### config.mk
export PLATFORM = sky130hd
export DESIGN_NAME = instr_cache
export DESIGN_NICKNAME = d
export VERILOG_FILES = /design/src/rtl/icache_pkg.sv /design/src/rtl/icache_refill_fsm.sv /design/src/rtl/instr_cache.sv
export SDC_FILE = /design/constraint.sdc
export NUM_CORES = 2
export LEC_CHECK = 0
export BUFFER_PORTS_ARGS = -buffer_cell sky130_fd_sc_hd__clkbuf_2
export CAP_MARGIN = 20
export CORE_UTILIZATION = 42
export CTS_CLUSTER_SIZE = 28
export DETAILED_ROUTE_END_ITERATION = 16
export GPL_TIMING_DRIVEN = 0
export PLACE_DENSITY = 0.62
export SLEW_MARGIN = 25
export SYNTH_ARGS = -nofsm -noshare
export SYNTH_HDL_FRONTEND = slang
export SYNTH_SLANG_ARGS = --single-unit
### constraint.sdc
create_clock -name i_clk -period 22.3 [get_ports i_clk]
set_clock_uncertainty 0.1 [all_clocks]
set_input_delay 6.69 -clock i_clk [delete_from_list [all_inputs] [get_ports i_clk]]
set_output_delay 6.69 -clock i_clk [all_outputs]
set_load 0.01 [all_outputs]
### src/rtl/icache_pkg.sv
// Shared definitions for the direct-mapped instruction cache.
//
// Holds the default geometry, the derived address-split widths, the refill
// state encoding and a struct view of a fetch address for that geometry.
// Modules take their geometry as parameters that default to these values.
package icache_pkg;

  localparam int DEF_ADDR_WIDTH  = 64;
  localparam int DEF_INSTR_WIDTH = 32;
  localparam int DEF_SETS        = 16;
  localparam int DEF_LINE_WORDS  = 4;

  // Byte offset within a line, set index and tag widths for the default geometry
  localparam int OFF_BITS = $clog2(DEF_LINE_WORDS) + 2;
  localparam int IDX_BITS = $clog2(DEF_SETS);
  localparam int TAG_BITS = DEF_ADDR_WIDTH - OFF_BITS - IDX_BITS;

  typedef enum logic [1:0] {
    IDLE = 2'd0,
    REQ  = 2'd1,
    FILL = 2'd2
  } icache_state_t;

  // Fetch address split into its cache fields (default geometry)
  typedef struct packed {
    logic [TAG_BITS-1:0] tag;
    logic [IDX_BITS-1:0] index;
    logic [OFF_BITS-3:0] word;
    logic [1:0]          byte_sel;
  } icache_addr_t;

endpackage

### src/rtl/icache_refill_fsm.sv
// Refill controller for the instruction cache.
//
// Tracks the IDLE -> REQ -> FILL sequence for one line refill, owns the beat
// counter, the latched line address and the pending-invalidate flag.
//
// Ports:
//   i_clk, i_arst        clock, asynchronous active-low reset
//   i_miss               fetch is valid and the lookup missed (used in IDLE)
//   i_addr               fetch PC, latched as a line address on a miss
//   i_invalidate         fence.i pulse
//   i_mem_req_ready      memory accepts the refill request
//   i_mem_resp_valid     response beat valid
//   o_idle               controller is in IDLE (lookups allowed)
//   o_mem_req_valid      refill request valid
//   o_line_addr          line-aligned refill address
//   o_beat_we            write the current response beat into the data array
//   o_beat_idx           word slot for the current beat
//   o_fill_done          last beat: write tag and set valid for the line
//   o_clear_all          clear every valid bit at this edge
module icache_refill_fsm
  import icache_pkg::*;
#(
  parameter int ADDR_WIDTH = DEF_ADDR_WIDTH,
  parameter int LINE_WORDS = DEF_LINE_WORDS,
  parameter int OFF_W      = $clog2(DEF_LINE_WORDS) + 2,
  parameter int CNT_W      = $clog2(DEF_LINE_WORDS)
) (
  input  logic                  i_clk,
  input  logic                  i_arst,
  input  logic                  i_miss,
  input  logic [ADDR_WIDTH-1:0] i_addr,
  input  logic                  i_invalidate,
  input  logic                  i_mem_req_ready,
  input  logic                  i_mem_resp_valid,
  output logic                  o_idle,
  output logic                  o_mem_req_valid,
  output logic [ADDR_WIDTH-1:0] o_line_addr,
  output logic                  o_beat_we,
  output logic [CNT_W-1:0]      o_beat_idx,
  output logic                  o_fill_done,
  output logic                  o_clear_all
);

  icache_state_t         state_q, state_d;
  logic [CNT_W-1:0]      cnt_q, cnt_d;
  logic [ADDR_WIDTH-1:0] line_q, line_d;
  logic                  pend_inv_q, pend_inv_d;

  always_ff @(posedge i_clk or negedge i_arst) begin
    if (!i_arst) begin
      state_q    <= IDLE;
      cnt_q      <= '0;
      line_q     <= '0;
      pend_inv_q <= 1'b0;
    end else begin
      state_q    <= state_d;
      cnt_q      <= cnt_d;
      line_q     <= line_d;
      pend_inv_q <= pend_inv_d;
    end
  end

  always_comb begin
    state_d     = state_q;
    cnt_d       = cnt_q;
    line_d      = line_q;
    pend_inv_d  = pend_inv_q;
    o_beat_we   = 1'b0;
    o_fill_done = 1'b0;
    o_clear_all = 1'b0;

    case (state_q)
      IDLE: begin
        // An invalidate here takes effect at this edge; lookups this cycle
        // still see the old valid bits.
        o_clear_all = i_invalidate;
        pend_inv_d  = 1'b0;
        if (i_miss) begin
          line_d  = {i_addr[ADDR_WIDTH-1:OFF_W], {OFF_W{1'b0}}};
          state_d = REQ;
        end
      end

      REQ: begin
        if (i_invalidate) pend_inv_d = 1'b1;
        if (i_mem_req_ready) begin
          cnt_d   = '0;
          state_d = FILL;
        end
      end

      FILL: begin
        if (i_invalidate) pend_inv_d = 1'b1;
        if (i_mem_resp_valid) begin
          o_beat_we = 1'b1;
          if (cnt_q == CNT_W'(LINE_WORDS - 1)) begin
            // A fence.i seen during the refill wipes the new line as well,
            // so the re-lookup misses and refetches.
            o_fill_done = 1'b1;
            o_clear_all = pend_inv_q | i_invalidate;
            pend_inv_d  = 1'b0;
            state_d     = IDLE;
          end else begin
            cnt_d = cnt_q + CNT_W'(1);
          end
        end
      end

      default: state_d = IDLE;
    endcase
  end

  assign o_idle          = (state_q == IDLE);
  assign o_mem_req_valid = (state_q == REQ);
  assign o_line_addr     = line_q;
  assign o_beat_idx      = cnt_q;

endmodule

### src/rtl/instr_cache.sv
// Direct-mapped, read-only instruction cache for the fetch stage.
//
// Looks up the fetch PC combinationally and returns the instruction on a hit.
// On a miss it stalls the pipeline and refills one line from main memory.
//
// Ports:
//   i_clk, i_arst        clock, asynchronous active-low reset
//   i_fetch_en, i_addr   fetch request and byte PC (bits [1:0] ignored)
//   i_invalidate         fence.i pulse, clears all valid bits
//   o_instruction        instruction at i_addr, meaningful only with o_hit
//   o_hit, o_stall       lookup hit, stall request to the hazard unit
//   o_mem_req_*          line refill request (valid/ready)
//   i_mem_resp_*         refill response beats, ascending word order
module instr_cache
  import icache_pkg::*;
#(
  parameter int ADDR_WIDTH  = DEF_ADDR_WIDTH,
  parameter int INSTR_WIDTH = DEF_INSTR_WIDTH,
  parameter int SETS        = DEF_SETS,
  parameter int LINE_WORDS  = DEF_LINE_WORDS
) (
  input  logic                   i_clk,
  input  logic                   i_arst,
  input  logic                   i_fetch_en,
  input  logic [ADDR_WIDTH-1:0]  i_addr,
  input  logic                   i_invalidate,
  output logic [INSTR_WIDTH-1:0] o_instruction,
  output logic                   o_hit,
  output logic                   o_stall,
  output logic                   o_mem_req_valid,
  output logic [ADDR_WIDTH-1:0]  o_mem_req_addr,
  input  logic                   i_mem_req_ready,
  input  logic                   i_mem_resp_valid,
  input  logic [INSTR_WIDTH-1:0] i_mem_resp_data
);

  localparam int WORD_W = $clog2(LINE_WORDS);
  localparam int OFF_W  = WORD_W + 2;
  localparam int IDX_W  = $clog2(SETS);
  localparam int TAG_W  = ADDR_WIDTH - OFF_W - IDX_W;

  logic [INSTR_WIDTH-1:0] data_q [SETS][LINE_WORDS];
  logic [TAG_W-1:0]       tag_q  [SETS];
  logic [SETS-1:0]        valid_q, valid_d;

  logic [WORD_W-1:0] lookup_word;
  logic [IDX_W-1:0]  lookup_idx;
  logic [TAG_W-1:0]  lookup_tag;
  logic              lookup_hit;

  logic [IDX_W-1:0]  fill_idx;
  logic [TAG_W-1:0]  fill_tag;

  logic              idle;
  logic              beat_we;
  logic [WORD_W-1:0] beat_idx;
  logic              fill_done;
  logic              clear_all;
  logic              unused_addr_bits;

  assign lookup_word = i_addr[OFF_W-1:2];
  assign lookup_idx  = i_addr[OFF_W+IDX_W-1:OFF_W];
  assign lookup_tag  = i_addr[ADDR_WIDTH-1:OFF_W+IDX_W];

  // The refill always targets the latched line, not the live PC
  assign fill_idx = o_mem_req_addr[OFF_W+IDX_W-1:OFF_W];
  assign fill_tag = o_mem_req_addr[ADDR_WIDTH-1:OFF_W+IDX_W];

  assign unused_addr_bits = ^{i_addr[1:0], o_mem_req_addr[OFF_W-1:0]};

  assign lookup_hit    = valid_q[lookup_idx] & (tag_q[lookup_idx] == lookup_tag);
  assign o_hit         = i_fetch_en & idle & lookup_hit;
  assign o_instruction = data_q[lookup_idx][lookup_word];
  assign o_stall       = (i_fetch_en & ~o_hit) | ~idle;

  icache_refill_fsm #(
    .ADDR_WIDTH (ADDR_WIDTH),
    .LINE_WORDS (LINE_WORDS),
    .OFF_W      (OFF_W),
    .CNT_W      (WORD_W)
  ) u_refill_fsm (
    .i_clk            (i_clk),
    .i_arst           (i_arst),
    .i_miss           (i_fetch_en & ~lookup_hit),
    .i_addr           (i_addr),
    .i_invalidate     (i_invalidate),
    .i_mem_req_ready  (i_mem_req_ready),
    .i_mem_resp_valid (i_mem_resp_valid),
    .o_idle           (idle),
    .o_mem_req_valid  (o_mem_req_valid),
    .o_line_addr      (o_mem_req_addr),
    .o_beat_we        (beat_we),
    .o_beat_idx       (beat_idx),
    .o_fill_done      (fill_done),
    .o_clear_all      (clear_all)
  );

  // Data and tags carry no reset; the valid bits alone make them meaningful
  always_ff @(posedge i_clk) begin
    if (beat_we) data_q[fill_idx][beat_idx] <= i_mem_resp_data;
    if (fill_done) tag_q[fill_idx] <= fill_tag;
  end

  // Clearing wins over setting so an invalidate pending at fill end drops the new line
  always_comb begin
    valid_d = valid_q;
    if (fill_done) valid_d[fill_idx] = 1'b1;
    if (clear_all) valid_d = '0;
  end

  always_ff @(posedge i_clk or negedge i_arst) begin
    if (!i_arst) valid_q <= '0;
    else         valid_q <= valid_d;
  end

endmodule
-- Word level (Yosys, flattened, before mapping)
Memory sizes are Yosys's and may differ from the RTL's.
Cells that the tools add are included.
- bits in registers: 81
- bits in writable memories: 2944
- output and inout bits: 99
- logic and storage cells: 81
- memories kept: 2
- memory list (memory ; depth ; bits a word ; read ports ; clocked after memory_dff ; wr ports ; RTL line ; source):
    data_q ; 16 ; 128 ; 1 ; 0 ; 1 ; instr_cache.sv:42 ; logic [INSTR_WIDTH-1:0] data_q [SETS][LINE_WORDS];
    tag_q ; 16 ; 56 ; 1 ; 0 ; 1 ; instr_cache.sv:43 ; logic [TAG_W-1:0] tag_q [SETS];
- add/sub/neg operators: 1
- $lt $le $gt $ge: 6
- equality and inequality tests: 9
- multiplexer cells: 36
- bitwise logic cells: 13
- reductions and logical operators: 9
- operators by type and width (operator ; count):
    128-bit 2-to-1 mux ; 1
    32-bit 2-to-1 mux ; 3
    32-bit binary-select mux with 2-bit select ; 1
    32-bit demux with 2-bit select ; 1
    56-bit equality test ; 1
    16-bit 2-to-1 mux ; 2
    16-bit OR ; 1
    1-bit 2-to-1 mux ; 15
    2-bit 2-to-1 mux ; 7
    4-bit by 5-bit less-than comparator with 1-bit output, second input constant ; 2
    4-bit AND reduction ; 2
    3-bit >= comparator, second input constant ; 2
    2-bit by 1-bit != test with 1-bit output, second input constant ; 3
    2-bit inverter with 3-bit output ; 2
    2-bit one-hot mux with 3 select lines ; 1
    1-bit AND ; 5
    1-bit binary-select mux with 4-bit select ; 1
    1-bit demux with 4-bit select ; 1
    2-bit equality test, second input constant ; 2
    4-bit by 1-bit >= comparator with 1-bit output, second input constant ; 1
    2-bit != test, second input constant ; 2
    2-bit one-hot mux with 2 select lines ; 1
    2-bit nonzero test ; 2
    3-bit by 1-bit less-than comparator with 1-bit output, second input constant ; 1
    10 further kinds ; 14

-- Depth between registers and ports, before layout
- depth after elaboration: 7
- depth in mapped cells: 16
- gate-level depth less buffers: 9

-- Modules after synthesis
A second synthesis with hierarchy kept.
- cell total of the unflattened synthesis: 5036
- area, all modules: 117291.2 sq um
- by module, submodules not included (module ; times used ; cells each ; area each (sq um) ; sequential area each (sq um)):
    instr_cache ; 1 ; 4863 ; 114596.2 ; 88805.2
    icache_refill_fsm ; 1 ; 173 ; 2695.1 ; 1626.6

-- Least setup slack after synthesis
OpenSTA, ideal clock, no wires.
- path kind: input port to output port
- start: input i_addr[4]
- end: output o_instruction[10]
- arrival: 10.185 ns
- slack: 5.325 ns
- cell stages on the path: 12
- buffers on the path: 9
- cells stage by stage: buf_4 -> buf_6 -> buf_6 -> buf_2 -> buf_2 -> buf_4 -> buf_2 -> buf_2 -> buf_1 -> mux4_2 -> mux4_2 -> mux4_2
- longest elaborated chain between the ends: 4
- ends and longest elaborated chain (item ; RTL line ; source):
    start: declaration ; instr_cache.sv:25 ; input logic [ADDR_WIDTH-1:0] i_addr,
    memory 16 x 128 bit ; - ;
    32-bit binary-select mux with 2-bit select ; instr_cache.sv:73 ; assign o_instruction = data_q[lookup_idx][lookup_word];
    32-bit 2-to-1 mux (not written as such) (2 in series) ; instr_cache.sv:73 ;
    end: declaration ; instr_cache.sv:27 ; output logic [INSTR_WIDTH-1:0] o_instruction,
Every way passes these cells. The select of a mux whose other input is x is not followed.

-- Worst setup path in the final report
- start: input i_addr[6]
- end: output o_instruction[20]
The elaborated chain is that of the path after synthesis.

==> qor.log <==
INFO  outcome        status=completed
INFO  finish         layout-area-overhead-vs-synth=18.3%
INFO  floorplanning  dieHeight=531um
INFO  synthesis      synth.ff_latch_count=3025
INFO  critical_path  critical_path.reg2reg.endpoint=u_refill_fsm.o_line_addr[51]$_DFFE_PN0P_
INFO  synthesis      synthCells=5095
INFO  critical_path  reg2reg_setup_slack=17820ps
INFO  synthesis      synth_sequential_area_ratio=0.770
INFO  floorplanning  die-width=531um
INFO  cts            h-tree-depth=5
INFO  sta            final.min_clock_period=19980ps
INFO  floorplanning  effective_utilization_at_floorplan=0.423
INFO  sta            period_share=0.896
INFO  critical_path  slowest_stage=sky130_fd_sc_hd__a211oi_1
INFO  power          cellInternalPower=10000uW
INFO  synthesis      post_synth.cell_area_avg=23.0squm
INFO  sta            timing.fmax=50.0MHz
INFO  synthesis      synth_top_area_cell=sky130_fd_sc_hd__edfxtp_1
INFO  floorplanning  fp.dieArea=282000squm
INFO  route          detailroute.via_count=59200
INFO  power          net_switching_component_of_the_power=3130uW
INFO  synthesis      netlist_area_before_placement=117000squm
INFO  global_routing grt_pass1_wl=472mm
INFO  power          power_density=94.8nW/um^2
INFO  cts            cts-buffers-inserted=314
INFO  placement      place.detailed.instances=9183
INFO  floorplanning  core_rows=193
INFO  critical_path  cp_data_required_time=15510ps
INFO  cts            clock_tree_from_tritoncts=built
INFO  sta            relSlewSlack=0.174
INFO  min_path       worst_hold_startpoint=valid_q[6]$_DFFE_PN0P_
INFO  cts            clock_tree.buffer_depth=4
INFO  sta            report.final.slew_viol_count=0
INFO  floorplanning  fp.coreArea=277000squm
INFO  placement      finalWeightedCongestion=0.933
INFO  route          drtAntennaViolNets=0
INFO  finish         share_of_final_layout_standard_cells_stronger_than_drive_strength_1=0.328
INFO  cts            clock_latency=890ps
INFO  finish         layout.cells.most_common=sky130_fd_sc_hd__edfxtp_1
INFO  cts            cts_repair_resize_count=0
INFO  global_routing grt_start_max_net_pins=65
INFO  power          power.total=13200uW
INFO  critical_path  rr_worst_depth=10
INFO  power          pwr-share-seq=0.524
INFO  min_path       min_path_type=reg2reg
INFO  critical_path  timing_worst_setup_path_type=in2out
INFO  route          via_per_inst=6.07
INFO  critical_path  setup.worst_path.end_class=output pin
INFO  placement      post-dp-hpwl=234mm
INFO  min_path       whs_endpoint=valid_q[6]$_DFFE_PN0P_
INFO  synthesis      synthFlopType=sky130_fd_sc_hd__edfxtp_1
INFO  synthesis      async_reset_ff_frac=0.0268
INFO  cts            tritoncts_num_sinks=3025
INFO  critical_path  cp_top_family=buffers and inverters
INFO  route          remaining_drc_errors=0
INFO  critical_path  slowest_delay=760ps
INFO  cts            root_buffer=sky130_fd_sc_hd__clkbuf_16
INFO  sta            tns=0ps
INFO  sta            max_slew.worst_pin.slew=1240ps
INFO  synthesis      yosys_warnings=0
INFO  critical_path  timing.critical_path.cells=buf_4, buf_4, buf_2, buf_2, buf_2, buf_2, buf_2, buf_2, buf_2, clkbuf_2, mux4_2, nor2b_1, a211oi_1, a31oi_1, clkbuf_2
INFO  synthesis      synth-edff-count=2944
INFO  critical_path  crit_path_cell_count=15
INFO  critical_path  startpoint_type=input pin
INFO  cts            postCtsHoldBufs=0
INFO  route          finalWirelength=343mm
INFO  synthesis      synth_top_cells_by_area=sky130_fd_sc_hd__edfxtp_1 75%, sky130_fd_sc_hd__mux4_2 16%, sky130_fd_sc_hd__dfrtp_1 1.7%, sky130_fd_sc_hd__mux2i_1 1.6%, sky130_fd_sc_hd__mux2_2 0.71%
INFO  route          initial_drt_pass_iterations=9
INFO  critical_path  critPathBufInv=11
INFO  critical_path  worst-endpoint-arrival=13190ps
INFO  global_routing grt_remaining_overflow=0
INFO  critical_path  cp_common_cell=sky130_fd_sc_hd__buf_2
INFO  finish         num-nets-final=5905
INFO  route          drt_iter0_markers=8458
INFO  sta            hold_slack_final=390ps
INFO  floorplanning  design.portCount=201
INFO  global_routing grt_pass1_vias=58400
INFO  finish         post_layout_nonfiller_instances=9748
INFO  finish         final_cell_mix=2944 x sky130_fd_sc_hd__edfxtp_1, 815 x sky130_fd_sc_hd__mux4_2, 319 x sky130_fd_sc_hd__clkbuf_16, 190 x sky130_fd_sc_hd__mux2i_1, 180 x sky130_fd_sc_hd__clkbuf_2
INFO  power          power.clock.fraction=0.398
INFO  route          wire_per_inst=35.2um
INFO  flow_run       maxCapViolations=0
INFO  sta            final-setup-viol-count=0
INFO  placement      number_of_port_buffers=184
INFO  global_routing global_route_total_usage_across_every_layer=0.243
INFO  power          static-leakage-power=0.0443uW
INFO  power          share_comb_of_total_power=0.078
INFO  min_path       min_path_cells=1
INFO  synthesis      synth_cell_types=71
INFO  global_routing grt_antenna_before_repair=27
INFO  sta            rsz0062_at_grt=false
INFO  critical_path  worst_r2r_startpoint=tag_q[9][38]$_DFFE_PP_
INFO  cts            postcts_setup_bufs=0
INFO  critical_path  critical_path.max_fanout=10
INFO  power          switching_share=0.238
INFO  synthesis      post-synth-top-area-fraction=0.753
INFO  cts            clk_pin_slew=60ps
INFO  sta            hold_viol=0
INFO  power          max-vdd-ir-drop=0.000117V
==> logic make-up after synthesis <==
group / Yosys count / share of synthesized area
DFF: 3025 / 0.770
muxes: 1096 / 0.181
and+or+nand+nor: 395 / 0.0167
buffers and inverters: 290 / 0.0123
AOI/OAI and AO/OA: 227 / 0.0144
xor gates and xnor gates: 52 / 0.00388
adders and majority gates: 9 / 0.000959
other: 1 / 0.0000319
==> worst reg2reg max path, stage by stage (launching register included) <==
cell	delay [ps]
sky130_fd_sc_hd__edfxtp_1	380
sky130_fd_sc_hd__mux4_2	460
sky130_fd_sc_hd__and2_1	190
sky130_fd_sc_hd__o32ai_1	490
sky130_fd_sc_hd__a21oi_1	110
sky130_fd_sc_hd__xnor2_1	460
sky130_fd_sc_hd__nand4bb_1	240
sky130_fd_sc_hd__or4_1	540
sky130_fd_sc_hd__o311ai_4	600
sky130_fd_sc_hd__buf_6	360
sky130_fd_sc_hd__mux2_2	380
==> stage by stage <==
step                      worst slack [ps]  utilization  instance area, sq um
after detailed placement              2300        0.464                129000
after CTS                             2300        0.501                139000
after global routing                  2330        0.501                139000
after global placement                1920        0.444                123000
final                                 2320        0.501                139000
after floorplan                       5330            -                117000
==> worst max-delay path by stage <==
stage | from | end | slack (ps)
6_report | i_addr[6] | o_instruction[20] | 2320
3_5_place_dp | i_addr[4] | o_instruction[9] | 2300
4_1_cts | i_addr[6] | o_instruction[9] | 2300
3_3_place_gp | i_addr[6] | o_instruction[9] | 1920
2_1_floorplan | i_addr[4] | o_instruction[10] | 5330
5_1_grt | i_addr[4] | o_instruction[22] | 2330
==> power groups by stage <==
stage | Sequential [uW] | Clock, uW | Combinational, uW
after floorplan | 6890 | 0 | 478
after global placement | 6980 | 0 | 952
after detailed placement | 7000 | 0 | 1020
after CTS | 6880 | 5290 | 1020
after global routing | 6910 | 5490 | 1060
final | 6890 | 5240 | 1020
==> sequential cells by signal, indices dropped and copies added, names as in the netlist <==
name,flops
u_refill_fsm.o_beat_idx,2
valid_q,16
tag_q,896
u_refill_fsm.o_line_addr,60
data_q,2048
u_refill_fsm.state_q,2
u_refill_fsm.pend_inv_q,1
==> synth_stat cells (22+ instances only) <==
library cell,count
sky130_fd_sc_hd__buf_2,81
sky130_fd_sc_hd__edfxtp_1,2944
sky130_fd_sc_hd__xnor2_1,31
sky130_fd_sc_hd__buf_4,25
sky130_fd_sc_hd__buf_6,22
sky130_fd_sc_hd__nand2_1,97
sky130_fd_sc_hd__nor3_1,23
sky130_fd_sc_hd__mux2_2,74
sky130_fd_sc_hd__mux2i_1,190
sky130_fd_sc_hd__buf_1,40
sky130_fd_sc_hd__nor2b_1,22
sky130_fd_sc_hd__nand3_1,32
sky130_fd_sc_hd__dfrtp_1,81
sky130_fd_sc_hd__nor2_1,107
sky130_fd_sc_hd__a22oi_1,40
sky130_fd_sc_hd__clkbuf_1,102
sky130_fd_sc_hd__mux4_2,815
==> metal layers <==
layer | wire (um) | up-vias | track usage | part of all wire
met4 | 14500 | 24 | 0.0919 | 0.042
met3 | 33400 | 608 | 0.0507 | 0.097
met5 | 158 | - | 0 | 0.00046
met1 | 131000 | 32000 | 0.326 | 0.38
li1 | - | 23200 | - | -
met2 | 164000 | 3372 | 0.391 | 0.48
==> layout make-up <==
type | instances | area, sq um
tap | 3705 | 4640
fill | 21900 | 138000
multi-input combinational | 1783 | 26100
timing repair buffer | 380 | 5910
sequential | 3025 | 90400
antenna | 10 | 25.0
clock buffer | 394 | 8360
inverter | 20 | 75.1
buffer | 270 | 1430
clock inverter | 161 | 1810
Note: power is estimated with default switching activity, not from simulation.
